===== src/rtl/cnu_minsum_array.sv =====
// Offset min-sum check-node array: captures a block of NUM_GROUPS x GROUP_SIZE
// messages, evaluates one check node per cycle and presents the full result block.
module cnu_minsum_array #(
    parameter int DATA_WIDTH = 6,
    parameter int GROUP_SIZE = 6,
    parameter int NUM_GROUPS = 6,
    parameter int OFFSET     = 1
) (
    input  logic                  clk,
    input  logic                  rst_n,
    input  logic                  in_valid,
    output logic                  in_ready,
    input  logic [DATA_WIDTH-1:0] data_in  [0:GROUP_SIZE*NUM_GROUPS-1],
    output logic                  out_valid,
    input  logic                  out_ready,
    output logic [DATA_WIDTH-1:0] data_out [0:GROUP_SIZE*NUM_GROUPS-1]
);
    // Handshake: a block transfers on any rising edge where valid and ready are both high;
    // out_valid and data_out hold steady until out_ready is seen, in_ready is high only in IDLE.

    localparam int N  = GROUP_SIZE * NUM_GROUPS;
    localparam int MW = DATA_WIDTH - 1;
    localparam int GW = (NUM_GROUPS > 1) ? $clog2(NUM_GROUPS) : 1;
    localparam int IW = (GROUP_SIZE > 1) ? $clog2(GROUP_SIZE) : 1;
    localparam logic [MW-1:0] OFF  = MW'(OFFSET);
    localparam logic [GW-1:0] LAST = GW'(NUM_GROUPS - 1);

    typedef enum logic [1:0] {IDLE, BUSY, DONE} state_t;

    state_t                state;
    logic [GW-1:0]         grp;
    logic [DATA_WIDTH-1:0] in_buf [0:N-1];

    logic [MW-1:0]         mag    [0:GROUP_SIZE-1];
    logic                  sgn    [0:GROUP_SIZE-1];
    logic [DATA_WIDTH-1:0] res    [0:GROUP_SIZE-1];
    logic [MW-1:0]         min1;
    logic [MW-1:0]         min2;
    logic [MW-1:0]         sel;
    logic [IW-1:0]         idx1;
    logic                  s_all;

    // Single check node for the group currently addressed by grp.
    always_comb begin
        min1  = '1;
        min2  = '1;
        sel   = '0;
        idx1  = '0;
        s_all = 1'b0;
        for (int j = 0; j < GROUP_SIZE; j++) begin
            mag[j] = in_buf[int'(grp) * GROUP_SIZE + j][MW-1:0];
            sgn[j] = in_buf[int'(grp) * GROUP_SIZE + j][MW];
            res[j] = '0;
        end
        min1 = mag[0];
        for (int j = 1; j < GROUP_SIZE; j++) begin
            if (mag[j] < min1) begin
                min1 = mag[j];
                idx1 = IW'(j);
            end
        end
        // Second minimum excludes only the winning position, so a tie yields min2 == min1.
        for (int j = 0; j < GROUP_SIZE; j++) begin
            if (IW'(j) != idx1 && mag[j] < min2) begin
                min2 = mag[j];
            end
            s_all = s_all ^ sgn[j];
        end
        for (int j = 0; j < GROUP_SIZE; j++) begin
            sel    = (IW'(j) == idx1) ? min2 : min1;
            res[j] = {s_all ^ sgn[j], (sel > OFF) ? (sel - OFF) : {MW{1'b0}}};
        end
    end

    always_ff @(posedge clk) begin
        if (!rst_n) begin
            state     <= IDLE;
            grp       <= '0;
            in_ready  <= 1'b1;
            out_valid <= 1'b0;
            for (int i = 0; i < N; i++) begin
                in_buf[i]   <= '0;
                data_out[i] <= '0;
            end
        end else begin
            case (state)
                IDLE: begin
                    if (in_valid) begin
                        in_buf   <= data_in;
                        grp      <= '0;
                        in_ready <= 1'b0;
                        state    <= BUSY;
                    end
                end
                BUSY: begin
                    for (int j = 0; j < GROUP_SIZE; j++) begin
                        data_out[int'(grp) * GROUP_SIZE + j] <= res[j];
                    end
                    if (grp == LAST) begin
                        out_valid <= 1'b1;
                        state     <= DONE;
                    end else begin
                        grp <= grp + 1'b1;
                    end
                end
                DONE: begin
                    if (out_ready) begin
                        out_valid <= 1'b0;
                        in_ready  <= 1'b1;
                        state     <= IDLE;
                    end
                end
                default: begin
                    out_valid <= 1'b0;
                    in_ready  <= 1'b1;
                    state     <= IDLE;
                end
            endcase
        end
    end

endmodule


===== config.mk =====
export PLATFORM = sky130hd
export DESIGN_NAME = cnu_minsum_array
export DESIGN_NICKNAME = d
export VERILOG_FILES = /design/src/rtl/cnu_minsum_array.sv
export SDC_FILE = /design/constraint.sdc
export NUM_CORES = 1
export LEC_CHECK = 0
export CORE_ASPECT_RATIO = 1.2
export CORE_MARGIN = 5
export CORE_UTILIZATION = 40
export DETAILED_ROUTE_END_ITERATION = 12
export PLACE_DENSITY = 0.62
export SLEW_MARGIN = 40
export SYNTH_ARGS = -nofsm -noshare
export SYNTH_HDL_FRONTEND = slang
export SYNTH_SLANG_ARGS = --single-unit

===== constraint.sdc =====
create_clock -name clk -period 46.8 [get_ports clk]
set_input_delay 11.7 -clock clk [delete_from_list [all_inputs] [get_ports clk]]
set_output_delay 11.7 -clock clk [all_outputs]
set_load 0.05 [all_outputs]

### After elaboration in Yosys (flattened, before gate mapping)

Cells that the tools add are included.

* $add $sub $neg: 12
* multiply operators: 1
* divide/modulo/power cells: 0
* order comparisons: 29
* equality and inequality tests: 17
* shift operators: 0
* muxes and demuxes: 77
* bitwise gates (word level): 19
* reduce and logical (&&, ||, !) cells: 21

Operators by type and width (count)
* bitwise mux 216 bit: 6
* binary-select mux 6 bit (select 6 bit): 6
* demux 6 bit (select 6 bit): 6
* greater-or-equal comparator 32 x 7 -> 1 bit (second input constant): 6
* < comparator 32 x 1 -> 1 bit (second input constant): 6
* inverter 32 bit: 5
* two-way mux 5 bit: 23
* two-way mux 6 bit: 18
* adder 32 x 3 -> 32 bit (second input constant): 2
* < comparator 5 bit: 10
* adder 32 x 2 -> 32 bit (second input constant): 1
* adder 32 x 4 -> 32 bit (second input constant): 1
* inverter 7 -> 32 bit: 1
* > comparator 5 x 1 -> 1 bit (second input constant): 6
* subtractor 5 x 1 -> 5 bit (second input constant): 6
* two-way mux 3 bit: 6
* logical AND 1 bit: 12
* AND reduction 3 bit: 4
* XOR 1 bit: 11
* inequality test 2 bit (second input constant): 4
* adder 6 x 3 -> 7 bit (second input constant): 1
* == test 2 x 3 -> 1 bit (first input constant): 2
* == test 3 bit (first input constant): 2
* two-way mux 2 bit: 3
* other kinds (20): 28

* bits in registers: 439
* bits in latches: 0
* memory bits (writable): 0
* ROM bits: 0
* bits of input ports: 220
* output and inout bits: 218
* logic and storage cells: 252
* memories kept: 0

### Depth between registers and ports, before layout

* depth in word-level cells: 43
* depth in mapped cells: 102

### Worst setup path after synthesis

Ideal clock, no wire load.

* path kind: register -> register
* start point: register grp[0]
* end point: register data_out[138] (netlist bit)
* setup time: 86 ps
* arrival: 20387 ps
* required time: 46714 ps
* slack: 26327 ps
* stages on the path, launching flop included: 94
* path buffers: 17
* clock period less this slack: 20473 ps
* path through: dfxtp_1 > buf_4 > buf_6 > buf_4 > clkinv_1 > buf_1 > ha_1 > buf_4 > buf_4 > buf_2 > buf_1 > clkbuf_1 > buf_2 > buf_1 > clkbuf_1 > mux4_2 > mux2i_1 > o22ai_1 > [58 not listed] > o211a_1 > nor2_4 > mux2i_1 > ha_1 > or2_2 > a211o_1 > and2_1 > a21o_1 > nor3_1 > nor2_1 > a21o_1 > ha_1 > o311ai_0 > and4bb_2 > nor2_2 > buf_2 > a221oi_1 > a211oi_1

* longest elaborated chain between the ends: 43
* elaborated cells between the ends (all ways): 135
* classes of those cells: add/sub (11); mul (1); order compare (29); eq/ne (10); mux (64); bitwise (6); reduce/logical (14)

RTL lines
* from (decl): line 31 `logic [GW-1:0] grp;`
* from (signal assigned): line 103 `grp <= grp + 1'b1;`
* multiplier 3 x 2 -> 5 bit (*): line 51, 97
* adder 32 x 2 -> 32 bit: line 51, 97
* inverter 32 bit (implied by the code): line 51, 97
* binary-select mux 6 bit (select 6 bit): line 51 `mag[j] = in_buf[int'(grp) * GROUP_SIZE + j][MW-1:0];`
* two-way mux 6 bit (2 in series)
* < comparator 5 bit: line 57 `if (mag[j] < min1) begin`
* two-way mux 5 bit: line 57
* < comparator 5 bit: line 57
* [22 not listed]
* < comparator 5 bit: line 64 `if (IW'(j) != idx1 && mag[j] < min2) begin`
* logical AND 1 bit: line 64
* two-way mux 5 bit: line 64
* two-way mux 5 bit: line 70 `sel = (IW'(j) == idx1) ? min2 : min1;`
* subtractor 5 x 1 -> 5 bit / > comparator 5 x 1 -> 1 bit (equally long branches): line 71 `res[j] = {s_all ^ sgn[j], (sel > OFF) ? (sel - OFF) : {MW{1'b0}}};`
* two-way mux 5 bit: line 71
* bitwise mux 216 bit (5 in series): line 97 `data_out[int'(grp) * GROUP_SIZE + j] <= res[j];`
* bitwise mux 216 bit (*): line 97
* to (signal, indexed assignment): line 97
* to (decl): line 16 `output logic [DATA_WIDTH-1:0] data_out [0:GROUP_SIZE*NUM_GROUPS-1]`

Every way passes the cells marked *; elsewhere a longest branch is shown, timed or not. The select of a mux whose other input is x is not followed.
A chain may end at the register's enable or synchronous reset.

### Worst setup path after layout

* start point: register grp[0]
* end point: register data_out[6] (netlist bit)

The elaborated chain is that of the path after synthesis.

==> impl_metrics.py <==
metrics = {
    "run_status": {
        "outcome": "completed",
    },
    "timing": {
        "rsz0062_at_grt": "false",
        "slew_violations": 0,
        "max_slew_margin_pct": 35.3,
        "worst_pin_slew_ps": 946,
        "hold_viol": 0,
        "tns_ps": 0,
        "whs_ps": 475,
        "period_share_pct": 47.1,
        "clock.fmax_mhz": 45.4,
        "min_period_ps": 22040,
        "clock_skew_ps": 47.9,
        "setup_violations": 0,
    },
    "worst_setup_path": {
        "reg2reg_to": "data_out[6]",
        "r2r-start": "grp[0]",
        "cp_max_fo": 36,
        "cpMostUsedCell": "ha_1",
        "r2r_slack_ps": 24760,
        "cp-start-kind": "flip-flop",
        "critical_path_arrival_ps": 22520,
        "slowest_delay_ps": 810,
        "required_ps": 47280,
        "crit_slowest_cell": "nor3_4",
        "worst-setup-path-type": "flip-flop to flip-flop",
        "r2r.worst_path.cells": 77,
        "crit_path_end_kind": "flip-flop",
    },
    "cts": {
        "cts_hold_buf": 0,
        "clk_pin_slew_ps": 60,
        "htreeDepth": 2,
        "cts_buffers": 47,
        "cts_root_buf": "clkbuf_16",
        "clock_sink_count": 439,
        "cts_setup_buffers": 0,
        "cts_resized": 0,
        "tritoncts": "done",
        "cts_buffer_depth": 3,
        "insertion_delay_ps": 610,
    },
    "routing": {
        "dr_total_vias": 29700,
        "viasPerCell": 6.39,
        "drt_iter0_drc": 3574,
        "wirelength_um": 124000,
        "wire_per_inst_um": 26.6,
        "route.detailed.drc": 0,
        "ant_nets": 0,
        "drtPass1Iterations": 10,
    },
    "synth": {
        "yosys.area_share.simple_pct": 19.1,
        "yosysMostFrequentCell": "nand2_1",
        "synth_fp_nets": 3656,
        "synth_edf_count": 0,
        "postSynthAreaPerCell_um2": 8.46,
        "yosysUniqueCellTypes": 107,
        "synthTopCellsByArea": "dfxtp_1 31%, mux4_2 11%, nand2_1 8.9%",
        "yosysWarnings": 0,
        "synth_top_family_by_area": "compound AO/OA/AOI/OAI gates",
        "synth_top_area_share_pct": 30.6,
        "synth-seq-area-share_pct": 30.6,
        "yosys.area_share.adder_pct": 1.79,
        "synthFlopType": "dfxtp_1",
        "synth_commonest_cells": "683 x nand2_1, 439 x dfxtp_1, 246 x a21boi_0",
        "async_flop_share_pct": 0,
        "ys_ff_latch": 439,
        "synth_compound_area_share_pct": 28.1,
        "synth_area_mm2": 0.0288,
        "synthMuxAreaShare_pct": 15.0,
        "yosys.area_share.xor_xnor_pct": 0.914,
        "synthesis.instances": 3398,
        "synth_area_leader_cell": "dfxtp_1",
    },
    "min_path": {
        "hold_path_class": "flip-flop to flip-flop",
        "hold_depth": 2,
        "hold_start": "data_out[181]",
        "holdPathEnd": "data_out[181]",
    },
    "flow_run": {
        "max_cap_viol_count": 0,
    },
    "global_route": {
        "grt_pass1_vias": 28100,
        "antenna_found_initial": 1,
        "grt_pass1_wl_um": 183000,
        "grtUsageTotal_pct": 30.4,
        "grt-ovfl-total": 0,
        "grt_start_max_net_pins": 167,
    },
    "placed_design": {
        "gp_congestion": 0.961,
        "dp_hpwl_um": 93900,
        "port_buffers": 437,
    },
    "finish": {
        "diodes": 0,
        "fillers": 6808,
        "syn2layout_area_growth_pct": 24.0,
        "drive_gt1_share_pct": 11.4,
        "nets": 3947,
    },
    "floorplanning": {
        "initial_core_util_pct": 40.4,
        "core_area_mm2": 0.0711,
        "fp.dieH_um": 304,
        "fp.dieArea_mm2": 0.0774,
        "io_pins": 438,
        "die_w_um": 255,
        "num_rows": 107,
    },
}
state kept, by name (all words and copies together), names as in the netlist:
name	count
data_out	216
grp	3
in_buf	216
in_ready	1
out_valid	1
state	2
worst max-delay path by stage:
stage / startpoint / to / slack [ps] / cells after the start
after CTS: grp[0] / data_out[6] / 25020 / 77
after global routing: grp[0] / data_out[6] / 23290 / 79
after floorplan: grp[0] / data_out[138] / 26330 / 93
after detailed placement: grp[0] / data_out[126] / 25160 / 77
after global placement: grp[0] / data_out[138] / 25160 / 77
final: grp[0] / data_out[6] / 24760 / 77
placed cells by master (no fill, tap or decap), types with 35 or more instances in the layout:
| cell type | n |
|---|---|
| o21ai_0 | 101 |
| o221ai_1 | 135 |
| mux4_2 | 141 |
| nand2b_1 | 35 |
| a21oi_1 | 102 |
| buf_4 | 66 |
| nor2_1 | 230 |
| mux2i_1 | 72 |
| dfxtp_1 | 438 |
| o22ai_1 | 48 |
| inv_1 | 41 |
| and3_1 | 39 |
| a221oi_1 | 119 |
| nand3_1 | 99 |
| ha_1 | 36 |
| clkdlybuf4s50_1 | 436 |
| a211oi_1 | 43 |
| clkbuf_16 | 48 |
| a21boi_0 | 246 |
| nand2_1 | 679 |
cell type report:
cell class / instances / area (µm²) / share of cell area (%)
clock inverter: 17 / 178 / 0.498
timing repair buffer: 515 / 5080 / 14.2
sequential: 439 / 8790 / 24.7
inverter: 43 / 161 / 0.453
multi-input combinational: 2643 / 18900 / 53.0
clock buffer: 68 / 1380 / 3.86
tap: 926 / 1160 / 3.25
cells by family (layout without fill, tap and decap cells):
kind of cell             Yosys count  in the layout
AND/OR/NAND/NOR                 1259           1259
AO/OA/AOI/OAI                   1069           1069
flip-flops                       439            439
buffers and inverters            316            643
multiplexers                     247            247
adder cells (fa/ha/maj)           41             41
XOR/XNOR                          27             27
critical path: cells and delay by family (launching register included):
family                   cells  cell delay, ps
AO/OA/AOI/OAI               31            8430
adder cells (fa/ha/maj)     13            4370
buffers and inverters        5            1430
flip-flops                   1             700
multiplexers                 5            1340
AND/OR/NAND/NOR             23            5600
metal layers:
layer  GRT usage (%)  share of wire, %  up-vias
met5               0                 0        -
met4            15.1               6.2        0
met3            6.15               9.9      389
met2            48.8                46     1818
met1            38.8                38    14100
li1                -                 -    13300
per-stage QoR:
| stage | instances | cell area [µm²] | worst slack [ps] | utilization, % |
|---|---|---|---|---|
| 2_1_floorplan | 3398 | 28800 | 26330 | - |
| 3_3_place_gp | 4560 | 33800 | 25160 | 47.6 |
| 3_5_place_dp | 4565 | 34000 | 25160 | 47.9 |
| 4_1_cts | 4650 | 35600 | 25020 | 50.1 |
| 5_1_grt | 4651 | 35700 | 23290 | 50.1 |
| 6_report | 4651 | 35700 | 24760 | 50.1 |
Power is left out: the tool's default activity adds up to more than one toggle a clock period on the data nets, which glitch-free logic cannot reach.
